**src/rtl/ngv_rgb_fader.sv**
```systemverilog
// ngv_rgb_fader: crossfading PWM driver for an RGB LED.
// Takes the step sequencer's active-low one-hot colour selects and ramps
// each channel's duty toward its goal (full or off), one step per STEP_DIV
// clocks. The duty is latched at each PWM period boundary, so the LED only
// ever shows complete periods.
// Ports:
//   clk              system clock
//   rst              synchronous reset, active-high
//   sel_r/g/b_n      colour selects from the sequencer, active-low
//   led_r/g/b        LED drives, active-low PWM, registered
//   busy             high while a fade is in progress
module ngv_rgb_fader #(
   parameter int unsigned PWM_W    = 8,
   parameter int unsigned STEP_DIV = 46875
) (
   input  logic clk,
   input  logic rst,
   input  logic sel_r_n,
   input  logic sel_g_n,
   input  logic sel_b_n,
   output logic led_r,
   output logic led_g,
   output logic led_b,
   output logic busy
);

   localparam int unsigned PRE_W = $clog2(STEP_DIV);
   localparam logic [PWM_W-1:0] MAX = {PWM_W{1'b1}};
   localparam logic [PRE_W-1:0] PRE_LAST = PRE_W'(STEP_DIV - 1);

   typedef enum logic {IDLE, FADE} state_t;

   state_t           state;
   logic [2:0]       sel_q;
   logic [2:0]       target;   // {b,g,r}, at most one bit set
   logic [PRE_W-1:0] pre;
   logic [PWM_W-1:0] pwm_cnt;
   logic [PWM_W-1:0] duty_r, duty_g, duty_b;
   logic [PWM_W-1:0] lat_r, lat_g, lat_b;

   // One duty step toward the goal; goals are only 0 or MAX, so the
   // end-stop test doubles as saturation.
   function automatic logic [PWM_W-1:0] ramp(input logic [PWM_W-1:0] d, input logic up);
      logic [PWM_W-1:0] r;
      r = d;
      if (up && (d != MAX))
         r = d + PWM_W'(1);
      else if (!up && (d != '0))
         r = d - PWM_W'(1);
      return r;
   endfunction

   logic [PWM_W-1:0] goal_r, goal_g, goal_b;
   logic [PWM_W-1:0] nxt_r, nxt_g, nxt_b;
   logic             at_goal, nxt_at_goal, tick;
   logic             on_r, on_g, on_b;

   // Goals, next-step duties and PWM compare.
   always_comb begin
      goal_r      = target[0] ? MAX : '0;
      goal_g      = target[1] ? MAX : '0;
      goal_b      = target[2] ? MAX : '0;
      nxt_r       = ramp(duty_r, target[0]);
      nxt_g       = ramp(duty_g, target[1]);
      nxt_b       = ramp(duty_b, target[2]);
      at_goal     = (duty_r == goal_r) && (duty_g == goal_g) && (duty_b == goal_b);
      nxt_at_goal = (nxt_r == goal_r) && (nxt_g == goal_g) && (nxt_b == goal_b);
      tick        = (state == FADE) && (pre == PRE_LAST);
      on_r        = (lat_r == MAX) || (pwm_cnt < lat_r);
      on_g        = (lat_g == MAX) || (pwm_cnt < lat_g);
      on_b        = (lat_b == MAX) || (pwm_cnt < lat_b);
   end

   // Input stage, target decode, fade FSM and PWM output.
   always_ff @(posedge clk) begin
      if (rst) begin
         state   <= IDLE;
         busy    <= 1'b0;
         sel_q   <= '0;
         target  <= '0;
         pre     <= '0;
         pwm_cnt <= '0;
         duty_r  <= '0;
         duty_g  <= '0;
         duty_b  <= '0;
         lat_r   <= '0;
         lat_g   <= '0;
         lat_b   <= '0;
         led_r   <= 1'b1;
         led_g   <= 1'b1;
         led_b   <= 1'b1;
      end else begin
         sel_q <= ~{sel_b_n, sel_g_n, sel_r_n};

         // Multi-select is treated as a sequencer glitch: keep the old target.
         case (sel_q)
            3'b000, 3'b001, 3'b010, 3'b100: target <= sel_q;
            default:                        target <= target;
         endcase

         pwm_cnt <= pwm_cnt + PWM_W'(1);
         if (pwm_cnt == MAX) begin
            lat_r <= duty_r;
            lat_g <= duty_g;
            lat_b <= duty_b;
         end
         led_r <= ~on_r;
         led_g <= ~on_g;
         led_b <= ~on_b;

         case (state)
            IDLE: begin
               pre <= '0;
               if (!at_goal) begin
                  state <= FADE;
                  busy  <= 1'b1;
               end
            end
            FADE: begin
               // Target changes mid-fade just redirect the ramp; pre keeps running.
               if (tick) begin
                  pre    <= '0;
                  duty_r <= nxt_r;
                  duty_g <= nxt_g;
                  duty_b <= nxt_b;
                  if (nxt_at_goal) begin
                     state <= IDLE;
                     busy  <= 1'b0;
                  end
               end else begin
                  pre <= pre + PRE_W'(1);
               end
            end
            default: begin
               state <= IDLE;
               busy  <= 1'b0;
            end
         endcase
      end
   end

endmodule

```
**config.mk**
```make
export PLATFORM = sky130hd
export DESIGN_NAME = ngv_rgb_fader
export DESIGN_NICKNAME = d
export VERILOG_FILES = /design/src/rtl/ngv_rgb_fader.sv
export SDC_FILE = /design/constraint.sdc
export NUM_CORES = 1
export LEC_CHECK = 0
export CAP_MARGIN = 25
export CORE_MARGIN = 5
export CORE_UTILIZATION = 35
export DETAILED_ROUTE_END_ITERATION = 7
export PLACE_DENSITY_LB_ADDON = 0.3
export SLEW_MARGIN = 30
export SYNTH_ARGS = -nofsm -noshare
export SYNTH_HDL_FRONTEND = slang
export SYNTH_SLANG_ARGS = --single-unit
```
**constraint.sdc**
```tcl
create_clock -name clk -period 4.5 [get_ports clk]
set_clock_uncertainty 0.15 [all_clocks]
set_input_delay 1.35 -clock clk [delete_from_list [all_inputs] [get_ports clk]]
set_output_delay 1.35 -clock clk [all_outputs]
set_load 0.1 [all_outputs]
```
; Word-level counts from Yosys, hierarchy flattened
; Index checks and enable logic that the tools add are counted.
[totals]
ff_bits = 83
input_bits = 5
word_cells = 94
output_inout_bits = 4
[op_classes]
n_mux = 19
n_eq_ne = 20
magnitude_cmp = 3
n_reduce_logical = 24
n_bitwise = 5
addsub = 8
[ops]
columns = op, count
row1 = $mux 8, 9
row2 = $eq 8x8->1, 6
row3 = $add 8x1->8 const B, 4
row4 = $eq 8x8->1 const B, 4
row5 = $pmux 16 s2, 1
row6 = $lt 8x8->1, 3
row7 = $ne 8x8->1 const B, 3
row8 = $reduce_bool 8->1, 3
row9 = $sub 8x1->8 const B, 3
row10 = $add 16x1->16 const B, 1
row11 = $eq 16x16->1 const B, 1
row12 = $mux 16, 1
row13 = $logic_and 1x1->1, 11
row14 = $mux 1, 6
row15 = $ne 2x1->1 const B, 2
row16 = $not 1->1, 4
row17 = $pmux 1 s2, 2
row18 = $reduce_or 4->1, 1
row19 = $eq 3x1->1 const B, 1
row20 = $eq 3x2->1 const B, 1
row21 = $eq 3x3->1 const B, 1
row22 = $logic_not 1->1, 3
row23 = $logic_not 3->1, 1
row24 = $logic_or 1x1->1, 3
row25 = 4 further kinds, 4

; Logic depth before layout (Yosys ltp)
; Gate-level depths: netlist of run 1.
[logic_depth]
depth_word = 10
ltp_mapped = 11
mapped_depth_nobuf = 10

; Worst setup path before layout of run 1
; OpenSTA, ideal clock, no wires.
[synth_path]
path_kind = register to register
start = reg duty_g[0]
end = reg busy
stages_incl_launch_ff = 11
t_required_ns = 4.214
n_path_buf = 0
setup_ns = 0.136
synth_period_minus_slack_ns = 2.866
arrival_time_ns = 2.579
path_slack_ns = 1.634
path_cell_list = dfxtp_1 -> inv_1 -> ha_1 -> nor3b_1 -> a21oi_1 -> a31oi_1 -> xor2_1 -> or3b_2 -> nor4b_1 -> a2bb2oi_2 -> a311oi_1
[synth_between]
elab_chain_len = 9
elab_cells_between_ends = 17
classes_between = add/sub (2) / eq/ne (5) / mux (2) / reduce/logical (8)
[synth_lines]
columns = element, line
row1 = start: declaration, 38  ; logic [PWM_W-1:0] duty_r, duty_g, duty_b;
row2 = start signal: assignment, 124  ; duty_g <= nxt_g;
row3 = branches (longest 8 deep; another with $sub 8x1->8), n/a
row4 = $reduce_and 3->1 (no line) *, n/a
row5 = end signal: assignment, 78  ; busy <= 1'b0;
row6 = end signal: assignment, 116  ; busy <= 1'b1;
row7 = end signal: assignment, 128  ; busy <= 1'b0;
row8 = end: declaration, 24  ; output logic busy
; Every way passes the cells marked *.
; A chain may end at the register's enable or synchronous reset.

; Final worst setup path of run 1
[layout_path]
start = reg busy
end = out busy
; No word-level cell between the ends.

==> impl_metrics.prom, run 1 <==
# TYPE chip_impl_metric gauge
chip_impl_metric{name="grt_util_all_layers",unit=""} 0.142
chip_impl_metric{name="overflow",unit=""} 0
chip_impl_metric{name="post_cts_buffers",unit=""} 0
chip_impl_metric{name="cts.hold.buffers_added",unit=""} 0
chip_impl_metric{name="yosysWarnings",unit=""} 0
chip_impl_info{name="synth.cells.most_frequent",value="83 x sky130_fd_sc_hd__dfxtp_1, 74 x sky130_fd_sc_hd__nand2_1, 63 x sky130_fd_sc_hd__nor2_1"} 1
chip_impl_metric{name="firstDrtPassIters",unit=""} 4
chip_impl_metric{name="postRouteWirelength",unit="um"} 11200
chip_impl_metric{name="synth_mux_area_frac",unit=""} 0.0129
chip_impl_metric{name="htree_num_levels",unit=""} 3
chip_impl_metric{name="cpPeakStageDelay",unit="ns"} 1.15
chip_impl_metric{name="initialDrtViolationCount",unit=""} 382
chip_impl_info{name="crit_family",value="buffers and inverters"} 1
chip_impl_metric{name="clock_sinks",unit=""} 83
chip_impl_metric{name="fraction_of_the_yosys_area_taken_by_sequential_cells",unit=""} 0.335
chip_impl_metric{name="max_freq",unit="MHz"} 298
chip_impl_metric{name="power_density",unit="nW/um^2"} 308
chip_impl_metric{name="die-width",unit="um"} 129
chip_impl_info{name="synth_top_cell_by_area",value="sky130_fd_sc_hd__dfxtp_1"} 1
chip_impl_metric{name="globalRouteMet2Util",unit=""} 0.223
chip_impl_metric{name="synthDistinctLibCells",unit=""} 55
chip_impl_metric{name="num-fill-cells",unit=""} 1462
chip_impl_info{name="primary_ff_master_synth",value="sky130_fd_sc_hd__dfxtp_1"} 1
chip_impl_metric{name="diodes",unit=""} 0
chip_impl_metric{name="worstPathMaxFanout",unit=""} 2
chip_impl_metric{name="groute.layer.met3.usage",unit=""} 0.0407
chip_impl_metric{name="grt_antenna_before_repair",unit=""} 0
chip_impl_info{name="min-delay-start",value="pre[0]$_SDFF_PP0_"} 1
chip_impl_metric{name="timing.final.ws_setup",unit="ns"} 1.15
chip_impl_metric{name="final-setup-viol-count",unit=""} 0
chip_impl_metric{name="first_global_vias",unit=""} 4131
chip_impl_metric{name="dp_hpwl",unit="um"} 7780
chip_impl_metric{name="synth-simple-area-share",unit=""} 0.267
chip_impl_metric{name="r2r_setup_slack",unit="ns"} 1.19
chip_impl_metric{name="grt.met1_usage",unit=""} 0.188
chip_impl_metric{name="routedWlPerCell",unit="um"} 13.9
chip_impl_info{name="rsz0062_at_grt",value="no"} 1
chip_impl_info{name="min_delay_worst_endpoint",value="pre[0]$_SDFF_PP0_"} 1
chip_impl_info{name="cts_root_buf",value="sky130_fd_sc_hd__clkbuf_16"} 1
chip_impl_info{name="timing.critical_path.cells",value="clkdlybuf4s50_1"} 1
chip_impl_metric{name="fp.dieArea",unit="sq um"} 16600
chip_impl_metric{name="worstSkewPairLatency",unit="ns"} 0.35
chip_impl_metric{name="postSynthRegisterBits",unit=""} 83
chip_impl_metric{name="drive_above_1_share",unit=""} 0.0461
chip_impl_info{name="regToRegStartpoint",value="duty_g[0]$_SDFFE_PP0P_"} 1
chip_impl_metric{name="cts_resized",unit=""} 0
chip_impl_metric{name="grt_start_max_net_pins",unit=""} 43
chip_impl_metric{name="multi_input_combinational_cell_area",unit="sq um"} 3000
chip_impl_metric{name="cts.path.max_buffers",unit=""} 2
chip_impl_metric{name="area_growth",unit="%"} 9.52
chip_impl_metric{name="worst_setup_hold_path_clk_slew",unit="ns"} 0.06
chip_impl_metric{name="floorplan.initialDensity",unit=""} 0.357
chip_impl_metric{name="p_leak",unit="nW"} 1.86
chip_impl_metric{name="synth.net_count",unit=""} 680
chip_impl_metric{name="preCtsSetupSlack",unit="ns"} 1.25
chip_impl_info{name="netlist_top_cells_area",value="sky130_fd_sc_hd__dfxtp_1 34%, sky130_fd_sc_hd__ha_1 8.3%, sky130_fd_sc_hd__a21oi_1 5.9%, sky130_fd_sc_hd__nand2_1 5.6%, sky130_fd_sc_hd__nor2_1 4.8%"} 1
chip_impl_info{name="outcome",value="finished, final reports clean"} 1
chip_impl_metric{name="post-layout-total-power",unit="mW"} 1.67
chip_impl_metric{name="hold_path_depth",unit=""} 1
chip_impl_info{name="rr_endpoint",value="busy$_SDFFE_PP0P_"} 1
chip_impl_metric{name="placement.io_buffers",unit=""} 8
chip_impl_metric{name="count_of_buffer_and_inverter_cells_on_the_critical_path",unit=""} 1
chip_impl_metric{name="pin_count",unit=""} 9
chip_impl_metric{name="synth_compound_area_frac",unit=""} 0.183
chip_impl_metric{name="floorplan.core_area",unit="sq um"} 13900
chip_impl_metric{name="final_area",unit="sq um"} 5430
chip_impl_info{name="dominant_combinational_cell_family_by_area_after_synthesis",value="simple AND/OR/NAND/NOR gates"} 1
chip_impl_metric{name="final.setup.tns",unit="ns"} 0
chip_impl_metric{name="drt-vias-per-instance",unit=""} 5.40
chip_impl_info{name="cp-end-kind",value="output pin"} 1
chip_impl_info{name="synthMostInstantiatedCell",value="sky130_fd_sc_hd__dfxtp_1"} 1
chip_impl_metric{name="finalHoldViolCount",unit=""} 0
chip_impl_metric{name="drv_cap",unit=""} 0
chip_impl_info{name="worstHoldPathType",value="register to register"} 1
chip_impl_metric{name="wire_length_of_the_first_global_routing_pass",unit="um"} 19400
chip_impl_metric{name="min_period",unit="ns"} 3.35
chip_impl_metric{name="floorplan.rows",unit=""} 43
chip_impl_metric{name="dpl-instance-area",unit="sq um"} 5120
chip_impl_metric{name="netlist.area_leader.share",unit=""} 0.335
chip_impl_metric{name="syn-instance-count",unit=""} 642
chip_impl_metric{name="slew-limit-headroom",unit=""} 0.343
chip_impl_info{name="tritoncts",value="yes"} 1
chip_impl_metric{name="max-vdd-ir-drop",unit="mV"} 0.183
chip_impl_metric{name="critical_path_required",unit="ns"} 3.00
chip_impl_metric{name="slew_violations",unit=""} 0
chip_impl_info{name="grt_max_usage_layer",value="met2"} 1
chip_impl_metric{name="cp_data_arrival_time",unit="ns"} 1.85
chip_impl_metric{name="tritoncts_buffer_count",unit=""} 9
chip_impl_metric{name="synth_fa_ha_area_frac",unit=""} 0.0833
chip_impl_metric{name="dieHeight",unit="um"} 129
chip_impl_metric{name="count_of_flip_flops_with_a_built_in_enable_after_synthesis",unit=""} 0
chip_impl_metric{name="postSynth.asyncResetShare",unit=""} 0
chip_impl_metric{name="detailroute.via_count",unit=""} 4371
chip_impl_metric{name="drt.antenna.violating_nets",unit=""} 0
chip_impl_info{name="startpoint_type",value="register"} 1
chip_impl_metric{name="layout.core_utilization",unit=""} 0.391
chip_impl_metric{name="max_slew.worst_pin.slew",unit="ns"} 0.982
chip_impl_metric{name="drc",unit=""} 0
chip_impl_metric{name="total_area_of_sequential_cells",unit="sq um"} 1660
chip_impl_metric{name="synthesis.area_per_instance",unit="sq um"} 7.72
chip_impl_metric{name="syn-cell-area",unit="sq um"} 4950
chip_impl_info{name="slowest_stage",value="sky130_fd_sc_hd__clkdlybuf4s50_1"} 1
chip_impl_info{name="crit_type",value="register to output pin"} 1
chip_impl_metric{name="synth_xor_area_frac",unit=""} 0.0583
chip_impl_metric{name="layout.nets",unit=""} 662
chip_impl_metric{name="worst_r2r_path_depth",unit=""} 10
chip_impl_metric{name="gp_congestion",unit=""} 0.889
chip_impl_metric{name="final.period_utilization",unit=""} 0.745
## kinds of logic (layout without fill, tap and decap cells)
logic type	Yosys count	after routing
buf+inv	76	63
mux	6	6
fa+ha+maj	33	33
compound gates	146	146
simple gates	265	265
xor+xnor	33	33
flops	83	83
## per-stage QoR
| step | hold WS [ns] | instances |
|---|---|---|
| final | 0.313 | 809 |
| after global routing | 0.342 | 809 |
| after CTS | 0.316 | 809 |
| after detailed placement | 0.307 | 793 |
| after floorplan | 0.280 | 642 |
| after global placement | 0.297 | 793 |
## power by group
| group | leakage, nW | switching (mW) | internal, mW |
|---|---|---|---|
| clock network | 0.146 | 0.307 | 0.447 |
| registers | 0.671 | 0.0161 | 0.747 |
| logic | 1.04 | 0.0954 | 0.0599 |
| total | 1.86 | 0.418 | 1.25 |
## worst max path at each step
stage | startpoint | to | slack, ns | cells past startpoint
5_1_grt | duty_g[0]$_SDFFE_PP0P_ | busy$_SDFFE_PP0P_ | 0.92 | 10
2_1_floorplan | duty_g[0]$_SDFFE_PP0P_ | busy$_SDFFE_PP0P_ | 1.63 | 10
3_3_place_gp | duty_g[0]$_SDFFE_PP0P_ | busy$_SDFFE_PP0P_ | 1.39 | 10
4_1_cts | busy$_SDFFE_PP0P_ | busy | 1.12 | 1
6_report | busy$_SDFFE_PP0P_ | busy | 1.15 | 1
3_5_place_dp | duty_g[0]$_SDFFE_PP0P_ | busy$_SDFFE_PP0P_ | 1.25 | 10
## per-layer routing
metal	part of all wire	wire length, um
met1	0.47	5330
met2	0.45	5110
met5	0	0
met3	0.054	612
met4	0.017	191
## flip-flops by register name (all words and copies together) (netlist names)
name / cells
duty_g: 8
sel_q: 3
lat_b: 8
led_g: 1
duty_r: 8
duty_b: 8
lat_r: 8
target: 3
led_r: 1
busy: 1
pwm_cnt: 8
lat_g: 8
led_b: 1
pre: 16
state: 1
## final cells by class
| class | count | share of cell area |
|---|---|---|
| Clock buffer | 11 | 0.0447 |
| Clock inverter | 5 | 0.0111 |
| Inverter | 36 | 0.0249 |
| Multi-Input combinational cell | 483 | 0.554 |
| Sequential cell | 83 | 0.306 |
| Tap cell | 180 | 0.0415 |
| Timing Repair Buffer | 11 | 0.0180 |
## cell usage in the layout (no fill, tap or decap), types with 3 or more instances in the layout
cell	n
sky130_fd_sc_hd__a21o_1	13
sky130_fd_sc_hd__nor4_1	8
sky130_fd_sc_hd__buf_4	3
sky130_fd_sc_hd__dfxtp_1	83
sky130_fd_sc_hd__nor4b_1	3
sky130_fd_sc_hd__nand2b_1	8
sky130_fd_sc_hd__mux2i_1	5
sky130_fd_sc_hd__and3_1	9
sky130_fd_sc_hd__nand2_1	74
sky130_fd_sc_hd__and4_1	3
sky130_fd_sc_hd__a41oi_1	3
sky130_fd_sc_hd__xnor2_1	20
sky130_fd_sc_hd__xor2_1	13
sky130_fd_sc_hd__nand3_1	30
sky130_fd_sc_hd__nor3_1	12
sky130_fd_sc_hd__and2_1	3
sky130_fd_sc_hd__inv_1	36
sky130_fd_sc_hd__nand4_1	12
sky130_fd_sc_hd__nor3b_1	4
sky130_fd_sc_hd__a31oi_1	5
sky130_fd_sc_hd__nor2_1	63
sky130_fd_sc_hd__clkdlybuf4s50_1	7
sky130_fd_sc_hd__or3_1	18
sky130_fd_sc_hd__a21oi_1	58
sky130_fd_sc_hd__o21ai_0	24
sky130_fd_sc_hd__a22oi_1	6
sky130_fd_sc_hd__o31ai_1	3
sky130_fd_sc_hd__o22ai_1	6
sky130_fd_sc_hd__clkbuf_16	9
sky130_fd_sc_hd__ha_1	33
sky130_fd_sc_hd__o211ai_1	4
sky130_fd_sc_hd__a211oi_1	8
sky130_fd_sc_hd__nor2b_1	5
sky130_fd_sc_hd__or4_1	3
Power figures use the tool's default switching activity.
==> inputs of run 2 (changes only) <==
Clock period 4.5 ns to 2.81 ns, I/O delays scaled along.
==> impl_metrics.prom, run 2 (synthesized netlist as in run 1, its figures left out) <==
# TYPE chip_impl_metric gauge
chip_impl_info{name="outcome",value="finished, final reports clean"} 1
chip_impl_metric{name="postRouteWirelength",unit="um"} 11900
chip_impl_metric{name="finalHoldViolCount",unit=""} 0
chip_impl_metric{name="swShare",unit=""} 0.232
chip_impl_info{name="cp-end-kind",value="register"} 1
chip_impl_metric{name="placement.io_buffers",unit=""} 8
chip_impl_info{name="max_flop_register",value="pre"} 1
chip_impl_metric{name="worstPathMaxFanout",unit=""} 7
chip_impl_info{name="final_common_cell",value="sky130_fd_sc_hd__dfxtp_1"} 1
chip_impl_metric{name="cpPeakStageDelay",unit="ns"} 0.52
chip_impl_metric{name="initialDrtViolationCount",unit=""} 383
chip_impl_metric{name="area_growth",unit="%"} 17.4
chip_impl_metric{name="final-setup-viol-count",unit=""} 0
chip_impl_metric{name="drv_cap",unit=""} 0
chip_impl_metric{name="drive_above_1_share",unit=""} 0.124
chip_impl_metric{name="combPwrFrac",unit=""} 0.098
chip_impl_info{name="worstHoldPathType",value="register to register"} 1
chip_impl_metric{name="cp_data_arrival_time",unit="ns"} 2.78
chip_impl_info{name="layout.cells.most_common_list",value="81 x sky130_fd_sc_hd__dfxtp_1, 74 x sky130_fd_sc_hd__nand2_1, 63 x sky130_fd_sc_hd__nor2_1"} 1
chip_impl_metric{name="floorplan.initialDensity",unit=""} 0.357
chip_impl_metric{name="critical_path_required",unit="ns"} 2.87
chip_impl_info{name="timing.critical_path.cells",value="or3_4, or3b_4, o31ai_2, mux2i_2, or4_1, or3_1, a2bb2oi_2, a311oi_1"} 1
chip_impl_metric{name="clock_sinks",unit=""} 83
chip_impl_metric{name="fp.dieArea",unit="sq um"} 16600
chip_impl_metric{name="htree_num_levels",unit=""} 3
chip_impl_metric{name="grt_antenna_before_repair",unit=""} 0
chip_impl_info{name="slowest_stage",value="sky130_fd_sc_hd__or4_1"} 1
chip_impl_info{name="startpoint_type",value="register"} 1
chip_impl_metric{name="floorplan.core_area",unit="sq um"} 13900
chip_impl_metric{name="p_clk_frac",unit=""} 0.462
chip_impl_metric{name="power_density",unit="nW/um^2"} 475
chip_impl_metric{name="firstDrtPassIters",unit=""} 5
chip_impl_info{name="crit_type",value="register to register"} 1
chip_impl_metric{name="tritoncts_buffer_count",unit=""} 9
chip_impl_metric{name="overflow",unit=""} 0
chip_impl_metric{name="timing.hold.ws",unit="ns"} 0.309
chip_impl_metric{name="diodes",unit=""} 0
chip_impl_metric{name="worstSkewPairLatency",unit="ns"} 0.34
chip_impl_metric{name="die-width",unit="um"} 129
chip_impl_metric{name="routedWlPerCell",unit="um"} 14.0
chip_impl_metric{name="drc",unit=""} 0
chip_impl_metric{name="p_sw",unit="mW"} 0.640
chip_impl_metric{name="drt-vias-per-instance",unit=""} 5.30
chip_impl_metric{name="number_of_flip_flops_in_the_largest_register",unit=""} 16
chip_impl_metric{name="cts.path.max_buffers",unit=""} 2
chip_impl_metric{name="power.share.sequential",unit=""} 0.440
chip_impl_metric{name="slew-limit-headroom",unit=""} 0.649
chip_impl_metric{name="slew_violations",unit=""} 0
chip_impl_metric{name="max_slew.worst_pin.slew",unit="ns"} 0.522
chip_impl_metric{name="detailroute.via_count",unit=""} 4508
chip_impl_info{name="cts_root_buf",value="sky130_fd_sc_hd__clkbuf_16"} 1
chip_impl_metric{name="grt_start_max_net_pins",unit=""} 59
chip_impl_metric{name="p_leak",unit="nW"} 2.11
chip_impl_metric{name="grt_util_all_layers",unit=""} 0.150
chip_impl_metric{name="drt.antenna.violating_nets",unit=""} 0
chip_impl_metric{name="final.period_utilization",unit=""} 0.968
chip_impl_metric{name="gp_congestion",unit=""} 0.869
chip_impl_metric{name="internal_power",unit="mW"} 2.12
chip_impl_metric{name="wire_length_of_the_first_global_routing_pass",unit="um"} 20500
chip_impl_metric{name="min_period",unit="ns"} 2.72
chip_impl_info{name="rsz0062_at_grt",value="no"} 1
chip_impl_metric{name="floorplan.rows",unit=""} 43
chip_impl_metric{name="max_freq",unit="MHz"} 368
chip_impl_metric{name="dieHeight",unit="um"} 129
chip_impl_metric{name="dp_hpwl",unit="um"} 8530
chip_impl_metric{name="final.setup.tns",unit="ns"} 0
chip_impl_metric{name="first_global_vias",unit=""} 4388
chip_impl_metric{name="max-vdd-ir-drop",unit="mV"} 0.297
chip_impl_info{name="tritoncts",value="yes"} 1
chip_impl_metric{name="num-fill-cells",unit=""} 1427
chip_impl_metric{name="cts.hold.buffers_added",unit=""} 0
chip_impl_metric{name="pin_count",unit=""} 9
chip_impl_metric{name="worst_setup_hold_path_clk_slew",unit="ns"} 0.06
chip_impl_metric{name="layout.nets",unit=""} 706
run 2: cell count changes in the layout (fill, tap and decap cells not counted), moves of 2 or more:
| cell | delta |
|---|---|
| sky130_fd_sc_hd__buf_4 | +47 |
| sky130_fd_sc_hd__clkdlybuf4s50_1 | -4 |
| sky130_fd_sc_hd__dfxtp_1 | -2 |
| sky130_fd_sc_hd__dfxtp_2 | +2 |
run 2: area by class of cell:
cell class / instances / area (sq um) / share of cell area
multi-input combinational: 483 / 3040 / 0.523
sequential: 83 / 1660 / 0.286
timing repair buffer: 55 / 430 / 0.0740
clock buffer: 12 / 256 / 0.0441
tap: 180 / 225 / 0.0387
inverter: 36 / 135 / 0.0232
clock inverter: 2 / 60.1 / 0.0103
run 2: final timing paths:
check                    startpoint  cells past startpoint  slack, ns               endpoint
max reg2reg  duty_b[0]$_SDFFE_PP0P_                      8       0.09      busy$_SDFFE_PP0P_
min reg2reg   lat_b[6]$_SDFFE_PP0N_                      2       0.31  lat_b[6]$_SDFFE_PP0N_
min           lat_b[6]$_SDFFE_PP0N_                      2       0.31  lat_b[6]$_SDFFE_PP0N_
max          duty_b[0]$_SDFFE_PP0P_                      8       0.09      busy$_SDFFE_PP0P_
run 2: what timing repair did:
item                       CTS  global route
gates resized for setup      0             9
setup buffers                0             1
setup endpoints to repair    0             2
run 2: per-layer routing:
| layer | GRT usage | vias up | wire, um | share of wire |
|---|---|---|---|---|
| met5 | 0 | - | 0 | 0 |
| met4 | 0.0704 | 0 | 278 | 0.023 |
| met3 | 0.0299 | 23 | 338 | 0.028 |
| met2 | 0.238 | 81 | 5470 | 0.46 |
| met1 | 0.195 | 2100 | 5840 | 0.49 |
| li1 | - | 2304 | - | - |
run 2: power groups by stage:
stage	Combinational (mW)	Sequential, mW	Clock [mW]
after detailed placement	0.269	1.24	0
after global routing	0.297	1.22	1.35
after CTS	0.269	1.22	1.31
final	0.270	1.22	1.28
after global placement	0.263	1.24	0
after floorplan	0.153	1.29	0
run 2: through the flow:
stage	instances	utilization	setup WS (ns)	cell area, sq um	power (mW)
floorplan	642	-	0.120	4960	1.44
global placement	836	0.392	0.117	5450	1.50
CTS	850	0.415	0.0174	5760	2.80
global route	851	0.419	0.00369	5820	2.87
detailed placement	836	0.392	0.0464	5450	1.51
finish	851	0.419	0.0910	5820	2.76
run 2: worst max-delay path: cells and delay by family (launching register included):
kind,cells,cell delay [ns]
simple gates,4,1.66
mux,1,0.10
flops,1,0.35
compound gates,3,0.33
